## src/rtl/regbank_wr_arbiter.sv

```systemverilog
// Write-port and debug-port arbiter for the integer register bank: executor, queued load returns, debug.
// Optional statistics counters are enabled with `define REGBANK_WR_ARB_STAT_EN.
module regbank_wr_arbiter #(
  parameter int ABITS      = 6,
  parameter int DBITS      = 64,
  parameter int TAGW       = 3,
  parameter int MEMQ_DEPTH = 2,
  parameter int STARVE_MAX = 4
) (
  input  logic             i_clk,
  input  logic             i_nrst,
  input  logic             i_e_valid,
  input  logic [ABITS-1:0] i_e_waddr,
  input  logic [DBITS-1:0] i_e_wdata,
  input  logic [TAGW-1:0]  i_e_wtag,
  output logic             o_e_ready,
  input  logic             i_m_valid,
  input  logic [ABITS-1:0] i_m_waddr,
  input  logic [DBITS-1:0] i_m_wdata,
  input  logic [TAGW-1:0]  i_m_wtag,
  output logic             o_m_ready,
  output logic             o_m_ignored,
  input  logic             i_dport_req_valid,
  input  logic             i_dport_write,
  input  logic [ABITS-1:0] i_dport_addr,
  input  logic [DBITS-1:0] i_dport_wdata,
  output logic             o_dport_req_ready,
  output logic             o_dport_resp_valid,
  input  logic             i_dport_resp_ready,
  output logic [DBITS-1:0] o_dport_rdata,
  output logic [ABITS-1:0] o_waddr,
  output logic             o_wena,
  output logic [TAGW-1:0]  o_wtag,
  output logic [DBITS-1:0] o_wdata,
  output logic             o_inorder,
  input  logic             i_ignored,
  output logic [ABITS-1:0] o_dp_addr,
  output logic             o_dp_ena,
  output logic             o_dp_write,
  output logic [DBITS-1:0] o_dp_wdata,
  input  logic [DBITS-1:0] i_dp_rdata
`ifdef REGBANK_WR_ARB_STAT_EN
  ,
  output logic [31:0]      o_stat_conflicts,
  output logic [15:0]      o_stat_ignored
`endif
);

  localparam int PW = (MEMQ_DEPTH > 1) ? $clog2(MEMQ_DEPTH) : 1;
  localparam logic [3:0] SMAX = 4'(STARVE_MAX);
  localparam logic [PW:0] FULL_CNT = (PW+1)'(MEMQ_DEPTH);

  typedef enum logic [1:0] {IDLE, ISSUE, RESP} dbg_state_e;

  logic [ABITS-1:0] q_addr_q [MEMQ_DEPTH];
  logic [DBITS-1:0] q_data_q [MEMQ_DEPTH];
  logic [TAGW-1:0]  q_tag_q  [MEMQ_DEPTH];
  logic [PW-1:0]    wr_ptr_q, rd_ptr_q;
  logic [PW:0]      cnt_q, cnt_d;
  logic [3:0]       starve_m_q, starve_m_d, starve_d_q, starve_d_d;
  dbg_state_e       state_q, state_d;
  logic [ABITS-1:0] dbg_addr_q, dbg_addr_d;
  logic             dbg_write_q, dbg_write_d;
  logic [DBITS-1:0] dbg_wdata_q, dbg_wdata_d;
  logic [DBITS-1:0] rdata_q, rdata_d;

  logic head_vld, fifo_full, dbg_force, force_m, e_grant, pop, push, head_wr, dbg_fire;

  always_comb begin
    head_vld  = (cnt_q != '0);
    fifo_full = (cnt_q == FULL_CNT);
    dbg_force = (state_q == ISSUE) && (starve_d_q == SMAX);
    // A forced debug access outranks a forced load; the load retries next cycle.
    force_m   = head_vld && (starve_m_q == SMAX) && !dbg_force;
    e_grant   = i_e_valid && !force_m && !dbg_force;
    pop       = head_vld && !dbg_force && (force_m || !i_e_valid);
    head_wr   = pop && (q_addr_q[rd_ptr_q] != '0);
    dbg_fire  = (state_q == ISSUE) && !e_grant && !pop;
    o_m_ready = !fifo_full || pop;
    push      = i_m_valid && o_m_ready;
  end

  always_comb begin
    o_e_ready   = e_grant;
    o_wena      = 1'b0;
    o_inorder   = 1'b0;
    o_waddr     = '0;
    o_wdata     = '0;
    o_wtag      = '0;
    o_m_ignored = 1'b0;
    if (e_grant) begin
      o_wena  = 1'b1;
      o_waddr = i_e_waddr;
      o_wdata = i_e_wdata;
      o_wtag  = i_e_wtag;
    end else if (head_wr) begin
      o_wena      = 1'b1;
      o_inorder   = 1'b1;
      o_waddr     = q_addr_q[rd_ptr_q];
      o_wdata     = q_data_q[rd_ptr_q];
      o_wtag      = q_tag_q[rd_ptr_q];
      o_m_ignored = i_ignored;
    end
    o_dp_ena           = dbg_fire;
    o_dp_write         = dbg_fire && dbg_write_q;
    o_dp_addr          = dbg_fire ? dbg_addr_q : '0;
    o_dp_wdata         = dbg_fire ? dbg_wdata_q : '0;
    o_dport_req_ready  = (state_q == IDLE);
    o_dport_resp_valid = (state_q == RESP);
    o_dport_rdata      = rdata_q;
  end

  always_comb begin
    cnt_d      = cnt_q + (PW+1)'(push) - (PW+1)'(pop);
    starve_m_d = starve_m_q;
    if (pop)
      starve_m_d = '0;
    else if (head_vld && starve_m_q != SMAX)
      starve_m_d = starve_m_q + 4'd1;
  end

  always_comb begin
    state_d     = state_q;
    dbg_addr_d  = dbg_addr_q;
    dbg_write_d = dbg_write_q;
    dbg_wdata_d = dbg_wdata_q;
    rdata_d     = rdata_q;
    starve_d_d  = starve_d_q;
    case (state_q)
      IDLE: if (i_dport_req_valid) begin
        dbg_addr_d  = i_dport_addr;
        dbg_write_d = i_dport_write;
        dbg_wdata_d = i_dport_wdata;
        starve_d_d  = '0;
        state_d     = ISSUE;
      end
      ISSUE: if (dbg_fire) begin
        rdata_d    = dbg_write_q ? dbg_wdata_q : i_dp_rdata;
        starve_d_d = '0;
        state_d    = RESP;
      end else if (starve_d_q != SMAX) begin
        starve_d_d = starve_d_q + 4'd1;
      end
      RESP: if (i_dport_resp_ready) state_d = IDLE;
      default: state_d = IDLE;
    endcase
  end

  always_ff @(posedge i_clk or negedge i_nrst) begin
    if (!i_nrst) begin
      wr_ptr_q    <= '0;
      rd_ptr_q    <= '0;
      cnt_q       <= '0;
      starve_m_q  <= '0;
      starve_d_q  <= '0;
      state_q     <= IDLE;
      dbg_addr_q  <= '0;
      dbg_write_q <= 1'b0;
      dbg_wdata_q <= '0;
      rdata_q     <= '0;
    end else begin
      if (push) wr_ptr_q <= wr_ptr_q + 1'b1;
      if (pop)  rd_ptr_q <= rd_ptr_q + 1'b1;
      cnt_q       <= cnt_d;
      starve_m_q  <= starve_m_d;
      starve_d_q  <= starve_d_d;
      state_q     <= state_d;
      dbg_addr_q  <= dbg_addr_d;
      dbg_write_q <= dbg_write_d;
      dbg_wdata_q <= dbg_wdata_d;
      rdata_q     <= rdata_d;
    end
  end

  // Queue storage needs no reset: occupancy alone decides what is visible.
  always_ff @(posedge i_clk) begin
    if (push) begin
      q_addr_q[wr_ptr_q] <= i_m_waddr;
      q_data_q[wr_ptr_q] <= i_m_wdata;
      q_tag_q[wr_ptr_q]  <= i_m_wtag;
    end
  end

`ifdef REGBANK_WR_ARB_STAT_EN
  logic [31:0] conflicts_q;
  logic [15:0] ignored_q;
  logic        pend_dbg, conflict;

  always_comb begin
    pend_dbg = (state_q == ISSUE);
    conflict = (i_e_valid && head_vld) || (i_e_valid && pend_dbg) || (head_vld && pend_dbg);
  end

  always_ff @(posedge i_clk or negedge i_nrst) begin
    if (!i_nrst) begin
      conflicts_q <= '0;
      ignored_q   <= '0;
    end else begin
      if (conflict) conflicts_q <= conflicts_q + 32'd1;
      if (o_m_ignored && ignored_q != 16'hFFFF) ignored_q <= ignored_q + 16'd1;
    end
  end

  assign o_stat_conflicts = conflicts_q;
  assign o_stat_ignored   = ignored_q;
`endif

endmodule

```

## config.mk

```make
export PLATFORM = sky130hd
export DESIGN_NAME = regbank_wr_arbiter
export DESIGN_NICKNAME = d
export VERILOG_FILES = /design/src/rtl/regbank_wr_arbiter.sv
export SDC_FILE = /design/constraint.sdc
export NUM_CORES = 1
export LEC_CHECK = 0
export ABC_AREA = 1
export CAP_MARGIN = 5
export CORE_ASPECT_RATIO = 1.75
export CORE_MARGIN = 2
export CORE_UTILIZATION = 31
export CTS_CLUSTER_DIAMETER = 100
export CTS_CLUSTER_SIZE = 12
export DETAILED_ROUTE_END_ITERATION = 8
export GPL_TIMING_DRIVEN = 1
export SLEW_MARGIN = 25
export SYNTH_ARGS = -nofsm -noshare
export SYNTH_HDL_FRONTEND = slang
export SYNTH_SLANG_ARGS = --single-unit
```

## constraint.sdc

```tcl
create_clock -name i_clk -period 8.52 [get_ports i_clk]
set_clock_uncertainty 0.1 [all_clocks]
set_input_delay 1.704 -clock i_clk [delete_from_list [all_inputs] [get_ports i_clk]]
set_output_delay 1.704 -clock i_clk [all_outputs]
set_load 0.05 [all_outputs]
```

# [After elaboration in Yosys (flattened, before gate mapping)]
# Memory sizes are Yosys's and may differ from the RTL's.
# Index checks and enable logic that the tools add are counted.
[op_classes] addsub=6 n_eq_ne=11 n_mux=26 reduce_logical=30
[ops] op="two-way mux 64 bit" count=4
[ops] op="two-way mux 4 bit" count=5
[ops] op="two-way mux 6 bit" count=3
[ops] op="logical AND 1 bit" count=13
[ops] op="adder 4 x 1 -> 4 bit, second input constant" count=2
[ops] op="== test 4 x 3 -> 1 bit, second input constant" count=2
[ops] op="!= test 4 x 3 -> 1 bit, second input constant" count=2
[ops] op="one-hot mux 4 bit (2 select lines)" count=1
[ops] op="two-way mux 1 bit" count=7
[ops] op="zero test 1 bit" count=6
[ops] op="two-way mux 2 bit" count=3
[ops] op="two-way mux 3 bit" count=2
[ops] op="one-hot mux 2 bit (3 select lines)" count=1
[ops] op="AND reduction 3 bit" count=2
[ops] op="nonzero test 2 bit" count=3
[ops] op="nonzero test 6 bit" count=1
[ops] op="== test 2 bit, second input constant" count=2
[ops] op="!= test 2 bit, second input constant" count=2
[ops] op="AND reduction 2 bit" count=2
[ops] op="!= test 3 x 2 -> 1 bit, second input constant" count=1
[ops] op="adder 1 bit, second input constant" count=2
[ops] op="adder 2 x 1 -> 2 bit" count=1
[ops] op="== test 2 x 1 -> 1 bit, second input constant" count=1
[ops] op="zero test 2 bit" count=1
[ops] op="3 further kinds" count=4
[totals] reg_bits=149 ram_bits=146 in_bits=288 output_inout_bits=216 word_cells=86 mem_count=3
[memory_table] name="q_data_q" words=2 word_bits=64 rd=1 rd_ports_with_merged_regs=0 wr=1 line_no="56" text="logic [DBITS-1:0] q_data_q [MEMQ_DEPTH];"
[memory_table] name="q_addr_q" words=2 word_bits=6 rd=1 rd_ports_with_merged_regs=0 wr=1 line_no="55" text="logic [ABITS-1:0] q_addr_q [MEMQ_DEPTH];"
[memory_table] name="q_tag_q" words=2 word_bits=3 rd=1 rd_ports_with_merged_regs=0 wr=1 line_no="57" text="logic [TAGW-1:0] q_tag_q [MEMQ_DEPTH];"

# [Logic depth before layout (Yosys ltp)]
[depth] depth_word=12 ltp_mapped=13 ltp_nobuf=12

# [Least setup slack after synthesis]
# No wires, ideal clock.
[synth_path] path_kind="input to register" start="in i_e_valid" end="mem q_addr_q[1][0] (enable)" setup_ps=505 t_arrival_ps=5524 required_ps=7915 path_slack_ps=2391 cell_stages=5 path_buffers=0 path_cell_list="inv_1 o211ai_2 nand2_1 nand2_1 nor2_1"
[synth_via] elab_chain_len=7
[synth_rtl] item="from (decl)" line_no="12" text="input logic i_e_valid,"
[synth_rtl] item="zero test 1 bit" line_no="76" text="pop = head_vld && !dbg_force && (force_m || !i_e_valid);"
[synth_rtl] item="logical OR 1 bit" line_no="76"
[synth_rtl] item="logical AND 1 bit" line_no="76"
[synth_rtl] item="logical OR 1 bit" line_no="79" text="o_m_ready = !fifo_full || pop;"
[synth_rtl] item="net o_m_ready" line_no="21" text="output logic o_m_ready,"
[synth_rtl] item="logical AND 1 bit" line_no="80" text="push = i_m_valid && o_m_ready;"
[synth_rtl] item="two-way mux 1 bit" line_no="177" text="if (push) begin"
[synth_rtl] item="two-way mux 1 bit (implied by the code)" line_no="178" text="q_addr_q[wr_ptr_q] <= i_m_waddr;"
[synth_rtl] item="to (decl)" line_no="55"
# The timed path passes the listed nets, and every way through them passes these cells.

# [Final worst setup path]
[layout_path] start="in i_e_valid" end="out o_dp_wdata[16]"
[layout_via] elab_chain_len=6 elab_cells_between_ends=10 classes_between="1 x mux; 9 x reduce/logical"
[layout_rtl] item="logical AND 1 bit / zero test 1 bit (equally long branches)" line_no="75, 76"
[layout_rtl] item="logical AND 1 bit / logical OR 1 bit (equally long branches)" line_no="75, 76"
[layout_rtl] item="zero test 1 bit / logical AND 1 bit (equally long branches)" line_no="78, 76"
[layout_rtl] item="logical AND 1 bit / zero test 1 bit (equally long branches)" line_no="78" text="dbg_fire = (state_q == ISSUE) && !e_grant && !pop;"
[layout_rtl] item="logical AND 1 bit (*)" line_no="78"
[layout_rtl] item="two-way mux 64 bit (*)" line_no="107" text="o_dp_wdata = dbg_fire ? dbg_wdata_q : '0;"
[layout_rtl] item="to (decl)" line_no="40" text="output logic [DBITS-1:0] o_dp_wdata,"
# Mark *: on every way between the ends. The rest lies on a longest branch, timed or not.

==> results_dict.tcl <==
set metrics [dict create \
    path_buf_inv 4 \
    synthCells 1456 \
    row_count 99 \
    synth.mux.area_fraction 0 \
    crit_fanout 140 \
    path_delay_family "buffers and inverters" \
    fp.coreArea_um2 41700 \
    cts_tree "done" \
    cts_setup_buffers 0 \
    remaining_drc_errors 0 \
    final_util 0.463 \
    ios 504 \
    cp_common_cell "clkdlybuf4s50_1" \
    critPathCaptureType "output pin" \
    synth_top_family_by_area "simple AND/OR/NAND/NOR gates" \
    worstSkewPairLatency_ns 0.56 \
    fp.dieW_um 159 \
    synth_nets 1749 \
    ant_nets 0 \
    gp_congestion 0.857 \
    finalCritPeriodShare 0.787 \
    slowest_delay_ns 0.83 \
    path_cells "clkdlybuf4s50_1, inv_1, o211ai_2, nand2_8, buf_12, nor2_1, clkdlybuf4s50_1" \
    synth_xor_area_frac 0.00468 \
    grt_usage 0.178 \
    ys_warn_count 0 \
    synthSimpleGateAreaFrac 0.225 \
    wirelength_um 40700 \
    wire_per_inst_um 16.4 \
    yosys.area.top_type "edfxtp_1" \
    portBuffers 503 \
    place_hpwl_um 28800 \
    arrival_ns 4.90 \
    worstMarginPinSlew_ns 1.02 \
    path_clk_slew_ns 0.06 \
    nets 2204 \
    synth-compound-area-share 0.0822 \
    drt-pass1-iter-count 4 \
    die_y_um 276 \
    synth_top_area_frac 0.335 \
    peakVddDrop_uv 201 \
    finalHoldViolations 0 \
    vias 11200 \
    antenna_found_initial 2 \
    ys_ff_latch 295 \
    clockBufferDepth 3 \
    dpl_worst_slack_ns 1.92 \
    cp.required_ns 6.72 \
    via_per_inst 4.52 \
    crit_path_start_kind "input pin" \
    synth.distinct_cells 26 \
    postSynthAreaPerCell_um2 8.99 \
    final_max_slew_viol_count 0 \
    p_per_area_nw_per_um2 398 \
    relSlewSlack 0.319 \
    synth_area_um2 13100 \
    rsz0062_at_grt "false" \
    yosys-top-cells-area "edfxtp_1 (33%), dfrtp_1 (28%), nand2_1 (15%)" \
    dieArea_um2 44000 \
    start_util 0.314 \
    cts_root_buf "clkbuf_16" \
    yosysSeqAreaShare 0.620 \
    finalPower_uw 7690 \
    setup_viol 0 \
    cts_buffers 28 \
    grt_first_pass_wirelength_um 62100 \
    clock-sinks 295 \
    synth_fa_ha_area_frac 0.00478 \
    grt_max_degree 141 \
    final_cell_mix "nand2_1 (516), clkdlybuf4s50_1 (502), nor2_1 (152)" \
    worstSetupPathType "input pin to output pin" \
    hold_path.class "flop to flop" \
    mostFrequentLayoutCell "nand2_1" \
    period_needed_ns 6.71 \
    drive_gt1_frac 0.0322 \
    drtIter0Drc 605 \
    maxCapViolations 0 \
    ctsHoldBuffers 0 \
    cts_resized 0 \
    finalWorstSetupSlack_ns 1.81 \
    fmax_mhz 149 \
    grt-ovfl-total 0 \
    status "completed" \
    areaGrowthSynthToFinish_pct 47.5 \
    grt_pass1_vias 11100 \
    p_leak_uw 0.00848 \
    htreeDepth 1 \
    fin_setup_tns_ns 0 \
    slowest_stage "clkdlybuf4s50_1" \
]
tightest hold or removal path: stages (launching register included):
cell     delay [ns]
dfrtp_1        0.35
nand2_1        0.05
nand2_1        0.05
Yosys cell counts:
library cell    n
a21oi_1        72
buf_1          11
buf_2          30
buf_4           2
buf_6          12
clkbuf_1       35
dfrtp_1       149
edfxtp_1      146
ha_1            5
inv_1          94
inv_2           3
nand2_1       517
nand2_2         1
nand2_4         1
nand3_1        76
nand3_2         1
nand4_1         1
nor2_1        153
nor2_4          1
nor3_1          1
o211ai_2        1
o21ai_0        76
o21ai_1        56
o21ai_2         4
o31ai_1         1
xor2_1          7
cell type report:
class,count,area (um2)
inverter,97,364
clock inverter,1,7.51
multi-input combinational,974,4170
clock buffer,44,782
fill,4035,22400
sequential,295,8120
antenna,2,5.00
timing repair buffer,515,5170
tap,555,694
registers in the layout (all words and copies together) (netlist names):
register,cells
starve_m_q,4
dbg_write_q,1
q_data_q,128
state_q,2
dbg_wdata_q,64
rd_ptr_q,1
cnt_q,2
q_tag_q,6
o_dport_rdata,64
starve_d_q,4
q_addr_q,12
wr_ptr_q,1
dbg_addr_q,6
through the flow:
stage,hold WS (ns),std cells,cell area [um2]
floorplan,0.342,1456,13100
global placement,0.355,2435,18500
detailed placement,0.368,2435,18500
CTS,0.382,2480,19300
global route,0.414,2483,19300
finish,0.383,2483,19300
power breakdown:
group	total [uW]	leakage, uW	internal (uW)	switching [uW]
logic	4300	0.00501	1310	2990
clock network	1140	0.000375	622	518
registers	2250	0.00309	2030	214
cells by family (layout without fill, tap and decap cells):
family | Yosys count | count (layout)
DFF | 295 | 295
xor gates and xnor gates | 7 | 7
adders and majority gates | 5 | 5
and+or+nand+nor | 752 | 752
AOI/OAI and AO/OA | 210 | 210
buffers and inverters | 187 | 657
other | 0 | 2
metal layers:
metal  wire length (um)  global-route usage  vias up
li1                   -                   -     5567
met3               3560              0.0548       81
met4               1850              0.0821        0
met5                  0                   0        -
met2              19700               0.310      457
met1              15500               0.202     5107
final timing paths:
check                              start                to  slack (ns)  cells past startpoint
setup / recovery               i_e_valid    o_dp_wdata[16]        1.81                      7
hold / removal                  wr_ptr_q          wr_ptr_q        0.38                      2
setup reg to reg           starve_m_q[0]   q_data_q[1][18]        5.39                      9
hold reg to reg                 wr_ptr_q          wr_ptr_q        0.38                      2
max in group asynchronous         i_nrst  o_dport_rdata[2]        5.93                      2
min in group asynchronous         i_nrst    dbg_wdata_q[0]        1.15                      1
Power figures use the tool's default switching activity.
